## src/rtl/fetch_sequencer_if.sv

```systemverilog
// Bus between the fetch sequencer and its neighbours: control inputs,
// the ins_fetch address/return path and the valid/ready output stream.
interface fetch_sequencer_if #(
  parameter int XLEN = 32
);
  logic            start;
  logic [XLEN-1:0] base_cfg;
  logic            halt;
  logic            redirect_valid;
  logic [XLEN-1:0] redirect_pc;
  logic [XLEN-1:0] pc_out;
  logic [XLEN-1:0] base_out;
  logic [XLEN-1:0] ins_in;
  logic            out_valid;
  logic            out_ready;
  logic [XLEN-1:0] out_pc;
  logic [XLEN-1:0] out_ins;
  logic            busy;

  // Sequencer side
  modport master (
    input  start, base_cfg, halt, redirect_valid, redirect_pc, ins_in, out_ready,
    output pc_out, base_out, out_valid, out_pc, out_ins, busy
  );

  // Environment side (fetch datapath, controller and consumer)
  modport slave (
    output start, base_cfg, halt, redirect_valid, redirect_pc, ins_in, out_ready,
    input  pc_out, base_out, out_valid, out_pc, out_ins, busy
  );
endinterface

```

## src/rtl/fetch_sequencer.sv

```systemverilog
// Fetch sequencer: issues word-index PCs to the instruction fetch datapath,
// tracks fetches across a fixed latency, and queues {pc, instruction} pairs
// for the execute stage. Redirect flushes via an epoch bit; halt drains.
//
// state    | meaning
// ---------+------------------------------------------------------
// ST_IDLE  | waiting for start; pc_out/base_out hold
// ST_RUN   | issuing one fetch per cycle while credits allow
// ST_DRAIN | no issue; wait for in-flight fetches and FIFO to empty
module fetch_sequencer #(
  parameter int              XLEN      = 32,
  parameter int              FETCH_LAT = 2,
  parameter int              Q_DEPTH   = 4,
  parameter logic [XLEN-1:0] START_PC  = '0
) (
  input logic               clk,
  input logic               rst,
  fetch_sequencer_if.master bus
);

  localparam int AW = $clog2(Q_DEPTH);

  localparam logic [1:0] ST_IDLE  = 2'd0;
  localparam logic [1:0] ST_RUN   = 2'd1;
  localparam logic [1:0] ST_DRAIN = 2'd2;

  localparam logic [AW+1:0] DEPTH_W = (AW + 2)'(Q_DEPTH);

  logic [1:0]           r_state;
  logic [XLEN-1:0]      r_pc;
  logic [XLEN-1:0]      r_base;
  logic                 r_epoch;
  logic [AW:0]          r_inflight;

  logic [FETCH_LAT-1:0] r_pipe_vld;
  logic [FETCH_LAT-1:0] r_pipe_tag;
  logic [XLEN-1:0]      r_pipe_pc [FETCH_LAT];

  logic [XLEN-1:0]      r_fifo_pc  [Q_DEPTH];
  logic [XLEN-1:0]      r_fifo_ins [Q_DEPTH];
  logic [AW-1:0]        r_wptr;
  logic [AW-1:0]        r_rptr;
  logic [AW:0]          r_count;

  logic                 w_flush;
  logic [AW+1:0]        w_used;
  logic                 w_credit;
  logic                 w_issue;
  logic                 w_ret;
  logic                 w_push;
  logic                 w_pop;

  // A redirect only matters once fetching has started.
  assign w_flush  = bus.redirect_valid && (r_state != ST_IDLE);

  // Outstanding fetches plus queued entries may never exceed the FIFO depth,
  // so every return is guaranteed a slot. A pop this cycle frees credit next cycle.
  assign w_used   = {1'b0, r_inflight} + {1'b0, r_count};
  assign w_credit = (w_used < DEPTH_W);

  assign w_issue  = (r_state == ST_RUN) && !bus.halt && !bus.redirect_valid && w_credit;

  // Oldest pipe stage lines up with the cycle ins_in carries its instruction.
  assign w_ret    = r_pipe_vld[FETCH_LAT-1];
  assign w_push   = w_ret && (r_pipe_tag[FETCH_LAT-1] == r_epoch) && !w_flush;
  assign w_pop    = (r_count != '0) && bus.out_ready;

  // Control FSM, PC generation and base latch
  always_ff @(posedge clk or posedge rst) begin
    if (rst) begin
      r_state <= ST_IDLE;
      r_pc    <= START_PC;
      r_base  <= '0;
    end else begin
      case (r_state)
        ST_IDLE: begin
          if (bus.start) begin
            r_state <= ST_RUN;
            r_base  <= bus.base_cfg;
            r_pc    <= START_PC;
          end
        end
        ST_RUN: begin
          if (bus.redirect_valid) begin
            r_pc <= bus.redirect_pc;
          end else if (w_issue) begin
            r_pc <= r_pc + 1'b1;
          end
          if (bus.halt) begin
            r_state <= ST_DRAIN;
          end
        end
        ST_DRAIN: begin
          if ((r_inflight == '0) && (r_count == '0)) begin
            r_state <= ST_IDLE;
          end
        end
        default: r_state <= ST_IDLE;
      endcase
    end
  end

  // Epoch flips on every accepted redirect; older fetches then mismatch
  always_ff @(posedge clk or posedge rst) begin
    if (rst) begin
      r_epoch <= 1'b0;
    end else if (w_flush) begin
      r_epoch <= ~r_epoch;
    end
  end

  // In-flight counter: stale returns still release their credit
  always_ff @(posedge clk or posedge rst) begin
    if (rst) begin
      r_inflight <= '0;
    end else begin
      case ({w_issue, w_ret})
        2'b10:   r_inflight <= r_inflight + 1'b1;
        2'b01:   r_inflight <= r_inflight - 1'b1;
        default: r_inflight <= r_inflight;
      endcase
    end
  end

  // Latency pipe: valid/epoch tag/pc of each issued fetch
  always_ff @(posedge clk or posedge rst) begin
    if (rst) begin
      r_pipe_vld <= '0;
      r_pipe_tag <= '0;
      for (int i = 0; i < FETCH_LAT; i++) begin
        r_pipe_pc[i] <= '0;
      end
    end else begin
      r_pipe_vld[0] <= w_issue;
      r_pipe_tag[0] <= r_epoch;
      r_pipe_pc[0]  <= r_pc;
      for (int i = 1; i < FETCH_LAT; i++) begin
        r_pipe_vld[i] <= r_pipe_vld[i-1];
        r_pipe_tag[i] <= r_pipe_tag[i-1];
        r_pipe_pc[i]  <= r_pipe_pc[i-1];
      end
    end
  end

  // FIFO pointers and occupancy; flush wins over push and pop
  always_ff @(posedge clk or posedge rst) begin
    if (rst) begin
      r_wptr  <= '0;
      r_rptr  <= '0;
      r_count <= '0;
    end else if (w_flush) begin
      r_wptr  <= '0;
      r_rptr  <= '0;
      r_count <= '0;
    end else begin
      if (w_push) begin
        r_wptr <= r_wptr + 1'b1;
      end
      if (w_pop) begin
        r_rptr <= r_rptr + 1'b1;
      end
      case ({w_push, w_pop})
        2'b10:   r_count <= r_count + 1'b1;
        2'b01:   r_count <= r_count - 1'b1;
        default: r_count <= r_count;
      endcase
    end
  end

  // FIFO storage; contents are qualified by r_count so no reset is needed
  always_ff @(posedge clk) begin
    if (w_push) begin
      r_fifo_pc[r_wptr]  <= r_pipe_pc[FETCH_LAT-1];
      r_fifo_ins[r_wptr] <= bus.ins_in;
    end
  end

  assign bus.pc_out    = r_pc;
  assign bus.base_out  = r_base;
  assign bus.out_valid = (r_count != '0);
  assign bus.out_pc    = r_fifo_pc[r_rptr];
  assign bus.out_ins   = r_fifo_ins[r_rptr];
  assign bus.busy      = (r_state != ST_IDLE);

endmodule

```

## src/flat_wrapper.sv

```systemverilog
// flat-port wrapper written by rule: the top's interface ports become plain ports
module fetch_sequencer_flat 
#(
  parameter int              XLEN      = 32,
  parameter int              FETCH_LAT = 2,
  parameter int              Q_DEPTH   = 4,
  parameter logic [XLEN-1:0] START_PC  = '0
)
  (clk, rst, bus_start, bus_base_cfg, bus_halt, bus_redirect_valid, bus_redirect_pc, bus_ins_in, bus_out_ready, bus_pc_out, bus_base_out, bus_out_valid, bus_out_pc, bus_out_ins, bus_busy);
  fetch_sequencer_if #(.XLEN(XLEN)) bus_i ();
  input logic clk;
  input logic rst;
  input wire logic [$bits(bus_i.start)-1:0] bus_start;
  input wire logic [$bits(bus_i.base_cfg)-1:0] bus_base_cfg;
  input wire logic [$bits(bus_i.halt)-1:0] bus_halt;
  input wire logic [$bits(bus_i.redirect_valid)-1:0] bus_redirect_valid;
  input wire logic [$bits(bus_i.redirect_pc)-1:0] bus_redirect_pc;
  input wire logic [$bits(bus_i.ins_in)-1:0] bus_ins_in;
  input wire logic [$bits(bus_i.out_ready)-1:0] bus_out_ready;
  output wire logic [$bits(bus_i.pc_out)-1:0] bus_pc_out;
  output wire logic [$bits(bus_i.base_out)-1:0] bus_base_out;
  output wire logic [$bits(bus_i.out_valid)-1:0] bus_out_valid;
  output wire logic [$bits(bus_i.out_pc)-1:0] bus_out_pc;
  output wire logic [$bits(bus_i.out_ins)-1:0] bus_out_ins;
  output wire logic [$bits(bus_i.busy)-1:0] bus_busy;
  assign bus_i.start = bus_start;
  assign bus_i.base_cfg = bus_base_cfg;
  assign bus_i.halt = bus_halt;
  assign bus_i.redirect_valid = bus_redirect_valid;
  assign bus_i.redirect_pc = bus_redirect_pc;
  assign bus_i.ins_in = bus_ins_in;
  assign bus_i.out_ready = bus_out_ready;
  assign bus_pc_out = bus_i.pc_out;
  assign bus_base_out = bus_i.base_out;
  assign bus_out_valid = bus_i.out_valid;
  assign bus_out_pc = bus_i.out_pc;
  assign bus_out_ins = bus_i.out_ins;
  assign bus_busy = bus_i.busy;
  fetch_sequencer #(.XLEN(XLEN), .FETCH_LAT(FETCH_LAT), .Q_DEPTH(Q_DEPTH), .START_PC(START_PC)) u_core (.clk(clk), .rst(rst), .bus(bus_i));
endmodule
```

## config.mk

```make
export PLATFORM = sky130hd
export DESIGN_NAME = fetch_sequencer_flat
export DESIGN_NICKNAME = d
export VERILOG_FILES = /design/src/rtl/fetch_sequencer_if.sv /design/src/rtl/fetch_sequencer.sv /design/src/flat_wrapper.sv
export SDC_FILE = /design/constraint.sdc
export NUM_CORES = 1
export LEC_CHECK = 0
export CAP_MARGIN = 20
export CORE_MARGIN = 2
export CORE_UTILIZATION = 50
export DETAILED_ROUTE_END_ITERATION = 8
export PLACE_DENSITY = 0.71
export SLEW_MARGIN = 10
export SYNTH_ARGS = -nofsm -noshare
export SYNTH_HDL_FRONTEND = slang
export SYNTH_SLANG_ARGS = --single-unit
```

## constraint.sdc

```tcl
create_clock -name clk -period 7.85 [get_ports clk]
set_clock_uncertainty 0.1 [all_clocks]
set_input_delay 1.1775 -clock clk [delete_from_list [all_inputs] [get_ports clk]]
set_output_delay 1.1775 -clock clk [all_outputs]
set_load 0.02 [all_outputs]
```

After elaboration in Yosys (flattened, before gate mapping):

Memories as Yosys holds them, arrays and structs flattened.
Cells that the tools add are included.

* memories: 2
* register bits after elaboration: 145
* input bits: 102
* RAM bits: 256
* output and inout bits: 130

* reductions and logical operators: 24
* add/sub/neg operators: 8
* eq/ne operators: 11
* bitwise logic cells: 1
* multiplexer cells: 17
* order comparisons: 1

Memories
* u_core.r_fifo_ins: depth 4, bits a word 32, rd ports 1, clocked after Yosys merged registers in 0, wr ports 1, line fetch_sequencer.sv:40 `logic [XLEN-1:0] r_fifo_ins [Q_DEPTH];`
* u_core.r_fifo_pc: depth 4, bits a word 32, rd ports 1, clocked after Yosys merged registers in 0, wr ports 1, line fetch_sequencer.sv:39 `logic [XLEN-1:0] r_fifo_pc [Q_DEPTH];`

Operators with widths (count)
* 2-to-1 mux 32 bit: 3
* one-hot mux 32 bit (2 select lines): 1
* adder 32 x 1 -> 32 bit (second input constant): 1
* 2-to-1 mux 2 bit: 7
* one-hot mux 3 bit (2 select lines): 2
* nonzero test 2 bit: 5
* logical AND 1 bit: 8
* adder 3 x 1 -> 3 bit (second input constant): 2
* == test 2 x 1 -> 1 bit (second input constant): 3
* == test 2 bit (second input constant): 3
* logical NOT 3 bit: 2
* one-hot mux 2 bit (3 select lines): 1
* AND reduction 3 bit: 2
* nonzero test 3 bit: 2
* subtractor 3 x 1 -> 3 bit (second input constant): 2
* adder 2 x 1 -> 2 bit (second input constant): 2
* adder 3 x 3 -> 4 bit: 1
* < comparator 4 x 3 -> 1 bit (second input constant): 1
* != test 2 bit (second input constant): 2
* logical NOT 1 bit: 3
* 2-to-1 mux 3 bit: 1
* != test 3 x 2 -> 1 bit (second input constant): 1
* logical NOT 2 bit: 1
* 2-to-1 mux 1 bit: 2
* 4 further kinds: 4

Longest topological paths before layout:

Gate-level depths: netlist of run 1.

* depth in word-level cells: 7
* depth in mapped cells: 11
* mapped depth without buffers: 9

Worst setup path after synthesis of run 1:

OpenSTA, ideal clock, no wires.

* kind: input port to flip-flop
* start point: input bus_redirect_valid
* end point: memory u_core.r_fifo_ins[0][0], enable pin
* required time: 7321 ps
* slack: 3912 ps
* arrival time: 3409 ps
* stages on the path: 5
* cell sequence: clkbuf_1 nor2b_1 clkbuf_1 nor2_1 and2_1

* word-level cells in the longest chain between the ends: 5

Ends and longest elaborated chain
* from (decl): line flat_wrapper.sv:16 `input wire logic [$bits(bus_i.redirect_valid)-1:0] bus_redirect_valid;`
* logical AND 1 bit: line fetch_sequencer.sv:54 `assign w_flush = bus.redirect_valid && (r_state != ST_IDLE);`
* logical NOT 1 bit: line fetch_sequencer.sv:65 `assign w_push = w_ret && (r_pipe_tag[FETCH_LAT-1] == r_epoch) && !w_flush;`
* logical AND 1 bit: line fetch_sequencer.sv:65
* 2-to-1 mux 1 bit: line fetch_sequencer.sv:172 `if (w_push) begin`
* 2-to-1 mux 1 bit (not written as such): line fetch_sequencer.sv:174 `r_fifo_ins[r_wptr] <= bus.ins_in;`
* to (decl): line fetch_sequencer.sv:40

No other way between the ends.

Worst setup path in the final report of run 1:

* start point: register u_core.r_rptr[0]
* end point: output bus_out_pc[15]

* word-level cells in the longest chain between the ends: 1

Ends and longest elaborated chain
* from (decl): line fetch_sequencer.sv:42 `logic [AW-1:0] r_rptr;`
* from (signal assigned): line fetch_sequencer.sv:160 `r_rptr <= r_rptr + 1'b1;`
* memory (4 x 32 bit)
* to (decl): line flat_wrapper.sv:23 `output wire logic [$bits(bus_i.out_pc)-1:0] bus_out_pc;`

No other way between the ends.

==> impl_results.md, run 1 <==
- Status: complete, no violations
- Final Max Slew Viols: 0
- Post-CTS setup buffers: 0
- FF+latch count, synth: 401
- Total global routing overflow: 0
- 1st-iter DRT viols: 770
- CTS buffer count: 40
- Final wirelength: 30.78 mm
- Switching part of the total: 29.69%
- Fin. Hold Viols: 0
- Initial Utilization: 50.62%
- Post-synthesis cell count: 804
- Cells after DPL: 1,389
- PortBufs: 231
- Post-CTS Resized: 0
- Area delta synth->final: 27.15%
- Sw power: 2005 uW
- I/O pins: 232
- DR vias: 8,092
- Tmin final: 4.558 ns
- Crit path kind: flip-flop to primary output
- Seq pwr share: 45.1%
- Final worst path period share: 58.07%
- Logic pwr share: 26.3%
- Post-Syn Nets: 917
- CTS Hold Buffers Added: 0
- Vias in the first global route: 8,598
- Post-synth ARST share: 36.16%
- WL/cell: 21.05 um
- Lkg Pwr: 0.006852 uW
- Clk pin slew, worst setup/hold paths: 0.06 ns
- Clock Latency Late Sink: 0.53 ns
- Critical Path RT: 6.57 ns
- Worst EP arrival: 3.28 ns
- TritonCTS clock tree: yes
- RSZ-0062 raised after global routing: false
- Post-synthesis sequential area ratio: 75.82%
- Antenna viol nets, final: 0
- Ant. Diodes: 0
- Crit-path cells: buf_4 > mux4_2 > clkdlybuf4s50_1
- Final Setup Violations: 0
- Crit-path slowest cell: buf_4
- Internal Power: 4748 uW
- Worst-path maximum fanout: 46
- Hold Slack: 0.2466 ns
- Worst setup SP type: flip-flop
- Core Box Area: 29,480 sq um
- Pwr Density: 355.9 nW/um^2
- YS warnings: 0
- Avg Cell Area, Syn: 18.56 sq um
- Die area: 31,250 sq um
- Slew @ Worst Pin: 1.099 ns
- Largest net degree at the start of global routing: 79
- Fmax: 219.4 MHz
- Vias per inst: 5.535
- GP Congestion: 0.8235
- Distinct cells, synth: 50
- Root Driver: clkbuf_16
- Initial antenna violation count: 0
- Maximum vdd drop: 239.4 uV
- DRC violations left: 0
- Setup TNS: 0 ns
- Max stage delay on crit path: 0.77 ns
- First-pass GRT wire length: 47.84 mm
- Post-DP HPWL: 18.77 mm
- Max-Slew Margin vs Limit: 26.74%
- Post-synth EDFFs: 256
- CTS H-tree depth: 2
- Iteration count of the initial detailed-routing pass: 5
- Setup crit end kind: primary output
- Worst Hold Class: flip-flop to flip-flop
- Clock group share of total power: 28.6%
- Final core area utilization: 64.37%
- DIE HEIGHT: 176.8 um
- Die X: 176.8 um
- FP Rows: 63
- Clk sinks: 401
- Max cap viols: 0
- Non-filler cells, final: 1,462
- Nets: 1,154
- Post-synthesis cell area: 14,920 sq um
- Share of layout cells above drive strength 1: 15.86%
- Clk buf depth: 3
- GRT Util Overall: 19.92%
- Top_reg_cell synth: edfxtp_1
[critical path: cells and delay by family, from the launching register on]
family,cells,cell delay [ns]
buffers and inverters,2,1.37
flip-flops,1,0.70
multiplexers,1,0.60
[power groups by stage]
stage          clock network [uW]  logic, uW  registers [uW]
3_5_place_dp                    0       1790            3090
6_report                     1930       1770            3050
4_1_cts                      1970       1800            3050
5_1_grt                      2050       1890            3110
3_3_place_gp                    0       1770            3070
2_1_floorplan                   0        889            3090
[cell families after synthesis]
kind of cell / count (synthesis) / share of synthesized area [%]
AO/OA/AOI/OAI: 90 / 3.798
XOR/XNOR: 11 / 0.6455
adder cells (fa/ha/maj): 11 / 1.023
buffers and inverters: 57 / 1.526
flip-flops: 401 / 75.82
multiplexers: 102 / 12.47
AND/OR/NAND/NOR: 132 / 4.712
[state kept, by name, summed over array words and instances (netlist names)]
signal / count
u_core.r_fifo_ins: 128
u_core.r_fifo_pc: 128
u_core.r_pipe_pc: 64
u_core.bus.base_out: 32
u_core.bus.pc_out: 32
u_core.r_count: 3
u_core.r_inflight: 3
u_core.r_pipe_tag: 2
u_core.r_pipe_vld: 2
u_core.r_rptr: 2
u_core.r_state: 2
u_core.r_wptr: 2
u_core.r_epoch: 1
[synthesized netlist by cell type (2+ instances only)]
cell	n	share of area, %
edfxtp_1	256	52
dfrtp_1	145	24
mux4_2	64	9.7
mux2_2	32	2.4
nand2_1	27	0.68
clkbuf_1	25	0.63
o21ai_0	25	0.84
nor2_1	24	0.60
a21oi_1	22	0.74
inv_1	17	0.43
and2_1	12	0.50
nand4_1	12	0.50
buf_1	11	0.28
nand3_1	11	0.37
nor3_1	10	0.34
ha_1	9	0.75
a22oi_1	7	0.35
and3_1	7	0.29
o211ai_1	7	0.35
and4_1	6	0.35
mux2i_1	6	0.40
o22ai_1	6	0.25
xnor2_1	6	0.35
a31oi_1	5	0.21
nor4_1	5	0.21
xor2_1	5	0.29
nand2b_1	4	0.17
or3_1	4	0.17
a221o_1	3	0.20
or4_1	3	0.15
a32oi_1	2	0.12
a41oi_1	2	0.12
buf_2	2	0.067
fa_1	2	0.27
nor2b_1	2	0.084
o21bai_1	2	0.10
o41ai_1	2	0.12
or4_4	2	0.15
[area by class of cell]
| class | count | area, sq um |
|---|---|---|
| Clock inverter | 13 | 165.2 |
| Multi-Input combinational cell | 346 | 3391 |
| Inverter | 17 | 68.82 |
| Fill cell | 2073 | 10510 |
| Timing Repair Buffer | 235 | 2342 |
| Sequential cell | 401 | 11320 |
| Clock buffer | 60 | 1197 |
| Tap cell | 390 | 488.0 |
[cell usage in the layout, fill, tap and decap left out, types with 9 or more instances in the layout]
master / netlist / layout
edfxtp_1: 256 / 256
clkdlybuf4s50_1: 0 / 231
dfrtp_1: 145 / 143
mux4_2: 64 / 64
clkbuf_16: 0 / 41
mux2_2: 32 / 32
nand2_1: 27 / 27
o21ai_0: 25 / 25
nor2_1: 24 / 24
a21oi_1: 22 / 22
inv_1: 17 / 16
nand4_1: 12 / 12
nand3_1: 11 / 11
nor3_1: 10 / 10
clkbuf_8: 0 / 10
ha_1: 9 / 9
clkbuf_1: 25 / 9
[final timing paths]
check                                               start                                end  slack [ns]  cells after the start
max                          u_core.r_rptr[0]$_DFFE_PP0P_                     bus_out_pc[15]        3.29                      3
min                        u_core.r_pipe_pc[43]$_DFF_PP0_     u_core.r_pipe_pc[11]$_DFF_PP0_        0.25                      0
max reg2reg                 u_core.r_count[2]$_DFFE_PP0P_  u_core.bus.pc_out[20]$_DFFE_PP0P_        4.63                      6
min reg2reg                u_core.r_pipe_pc[43]$_DFF_PP0_     u_core.r_pipe_pc[11]$_DFF_PP0_        0.25                      0
max in group asynchronous                             rst       u_core.r_rptr[0]$_DFFE_PP0P_        5.09                      3
min in group asynchronous                             rst     u_core.r_pipe_pc[22]$_DFF_PP0_        1.01                      2
[stage by stage]
stage	instance area, sq um	setup slack [ns]	power [uW]
global placement	17610	3.784	4837
global route	18980	3.049	7051
detailed placement	17610	3.699	4876
CTS	18980	3.169	6828
floorplan	14920	2.678	3981
finish	18980	3.292	6753
[per-layer routing]
layer / track usage, % / share of wire, %
met3: 4.639 / 7.7
met4: 5.785 / 2.1
met2: 31.61 / 47
met5: 0 / 0
met1: 27.95 / 43
Note: power is estimated with default switching activity, not from simulation.
==> inputs of run 2 (changes only) <==
- clock period: 7.85 -> 4.3 ns (I/O delays scaled with it)
==> run 2 against run 1 <==
  * Clock power is 70% higher
  * Via count is 1.2% higher
  * Critical path depth stayed put
  * Core utilization is 0.23 points higher
  * Final area is 0.36% higher
  * Worst hold slack worse by 0.0029 ns
  * Register-to-register slack worse by 3.5 ns
  * Die area stayed put
  * Highest routed layer unchanged
==> impl_results.md, run 2 (synthesized netlist as in run 1, its figures left out) <==
- Max cap viols: 0
- Root Driver: clkbuf_16
- Layout filler cell count: 2,072
- Cells on worst reg2reg path: 7
- GP Congestion: 0.8396
- I/O pins: 232
- Final Max Slew Viols: 0
- Die area: 31,250 sq um
- Slew @ Worst Pin: 0.8307 ns
- R2r endpoint: u_core.bus.pc_out[16]$_DFFE_PP0P_
- Nets: 1,168
- Crit path kind: flip-flop to primary output
- Share of layout cells above drive strength 1: 16.84%
- Maximum vdd drop: 447.3 uV
- CP bufs+invs: 2
- Lkg Pwr: 0.006893 uW
- Clock Latency Late Sink: 0.52 ns
- Max stage delay on crit path: 0.69 ns
- Largest net degree at the start of global routing: 53
- Worst Hold Class: flip-flop to flip-flop
- Initial antenna violation count: 0
- CTS Hold Buffers Added: 0
- GRT Util Overall: 20.18%
- Busiest grt layer: met2
- Clk pin slew, worst setup/hold paths: 0.06 ns
- Most frequent cells in the layout: edfxtp_1 (256), clkdlybuf4s50_1 (231), dfrtp_1 (143)
- Crit-path slowest cell: dfrtp_4
- Total global routing overflow: 0
- Setup crit end kind: primary output
- Worst setup SP type: flip-flop
- FP Rows: 63
- Fin. Hold Viols: 0
- Clk sinks: 401
- PortBufs: 231
- Post-placement cell area: 17,770 sq um
- TritonCTS clock tree: yes
- 1st-iter DRT viols: 723
- Crit-path cells: buf_12 > mux4_2 > clkdlybuf4s50_1
- WL/cell: 20.89 um
- First-pass GRT wire length: 48.33 mm
- Grt met3 use: 5.069%
- CP delay by family, top: buffers and inverters
- Post-DP HPWL: 19.74 mm
- Final instance area: 19,040 sq um
- Worst EP arrival: 2.79 ns
- Hold path depth: 0
- Die X: 176.8 um
- DRC violations left: 0
- Final Setup Violations: 0
- Antenna viol nets, final: 0
- Area delta synth->final: 27.61%
- Clk buf depth: 3
- Ant. Diodes: 0
- Worst hold endpoint: u_core.r_pipe_pc[22]$_DFF_PP0_
- Setup TNS: 0 ns
- Multi-input logic area: 3391 sq um
- RSZ-0062 raised after global routing: false
- Most common cell after layout, fill and taps aside: edfxtp_1
- R2R Path Start: u_core.r_count[2]$_DFFE_PP0P_
- Pwr Density: 637.0 nW/um^2
- Iteration count of the initial detailed-routing pass: 5
- Post-CTS setup buffers: 0
- Met2 Use GR: 32.05%
- Vias in the first global route: 8,541
- DR vias: 8,190
- Worst setup margin: 0.7622 ns
- Regs by FF count: u_core.r_fifo_ins (128), u_core.r_fifo_pc (128), u_core.r_pipe_pc (64)
- DIE HEIGHT: 176.8 um
- Worst reg2reg setup slack: 1.12 ns
- Final worst path period share: 82.27%
- Post-Place Setup Slack: 0.7940 ns
- Tmin final: 3.538 ns
- Final wirelength: 30.85 mm
- CTS buffer count: 40
- Worst hold start: u_core.r_pipe_pc[54]$_DFF_PP0_
- Status: complete, no violations
- Post-CTS Resized: 0
- Global-route met1 utilization: 28.53%
- Vias per inst: 5.545
- Critical Path RT: 3.56 ns
- Worst-path maximum fanout: 48
- CTS H-tree depth: 2
- Core Box Area: 29,480 sq um
- Max-Slew Margin vs Limit: 44.56%
- Sequential cell area: 11,320 sq um
- Fmax: 282.7 MHz
- Initial Utilization: 50.62%
-- run 2: changes by cell type in the layout (fill, tap and decap cells not counted) --
cell / change
buf_4: +8
inv_8: +1
inv_16: -2
clkinv_1: +3
inv_6: +1
bufinv_16: -2
clkinv_2: +4
buf_12: +5
clkbuf_1: -1
clkinvlp_4: +2
clkbuf_8: -5
buf_8: +1
-- run 2: layer usage --
metal / share of wire [%] / up-vias
met4: 1.8 / 0
met5: 0 / -
met3: 8.3 / 52
li1: - / 3654
met1: 43 / 4122
met2: 47 / 362
-- run 2: layout make-up --
cell class	count	share of cell area, %
clock inverters	20	0.6964
flip-flops and latches	401	59.46
multi-input cells	346	17.80
clock buffers	54	5.906
inverters	17	0.3548
well taps	390	2.562
repair buffers	249	13.22
-- run 2: how the worst max path moves through the flow --
stage	startpoint	end	slack, ns	cells past startpoint
global placement	bus_halt	u_core.bus.pc_out[16]$_DFFE_PP0P_	0.92	7
detailed placement	bus_halt	u_core.bus.pc_out[16]$_DFFE_PP0P_	0.79	7
global route	u_core.r_rptr[0]$_DFFE_PP0P_	bus_out_pc[18]	0.58	3
finish	u_core.r_rptr[0]$_DFFE_PP0P_	bus_out_pc[18]	0.76	3
CTS	u_core.r_rptr[0]$_DFFE_PP0P_	bus_out_pc[18]	0.67	3
floorplan	bus_redirect_valid	u_core.r_fifo_ins[0][0]$_DFFE_PP_	0.89	5
-- run 2: through the flow --
| step | total power (uW) | util (%) | std cells | hold slack (ns) |
|---|---|---|---|---|
| 3_5_place_dp | 8934 | 60.28 | 1402 | 0.2347 |
| 3_3_place_gp | 8877 | 60.28 | 1402 | 0.2319 |
| 5_1_grt | 12710 | 64.60 | 1477 | 0.2507 |
| 6_report | 12130 | 64.60 | 1477 | 0.2437 |
| 2_1_floorplan | 7267 | - | 804 | 0.2312 |
| 4_1_cts | 12250 | 64.55 | 1476 | 0.2458 |
-- run 2: power by group --
group	leakage (uW)	total, uW	switching (uW)	internal (uW)
Clock	0.000622	3280	1380	1900
Sequential	0.00421	5530	661	4870
Combinational	0.00206	3320	1610	1720
Total	0.00689	12100	3640	8490
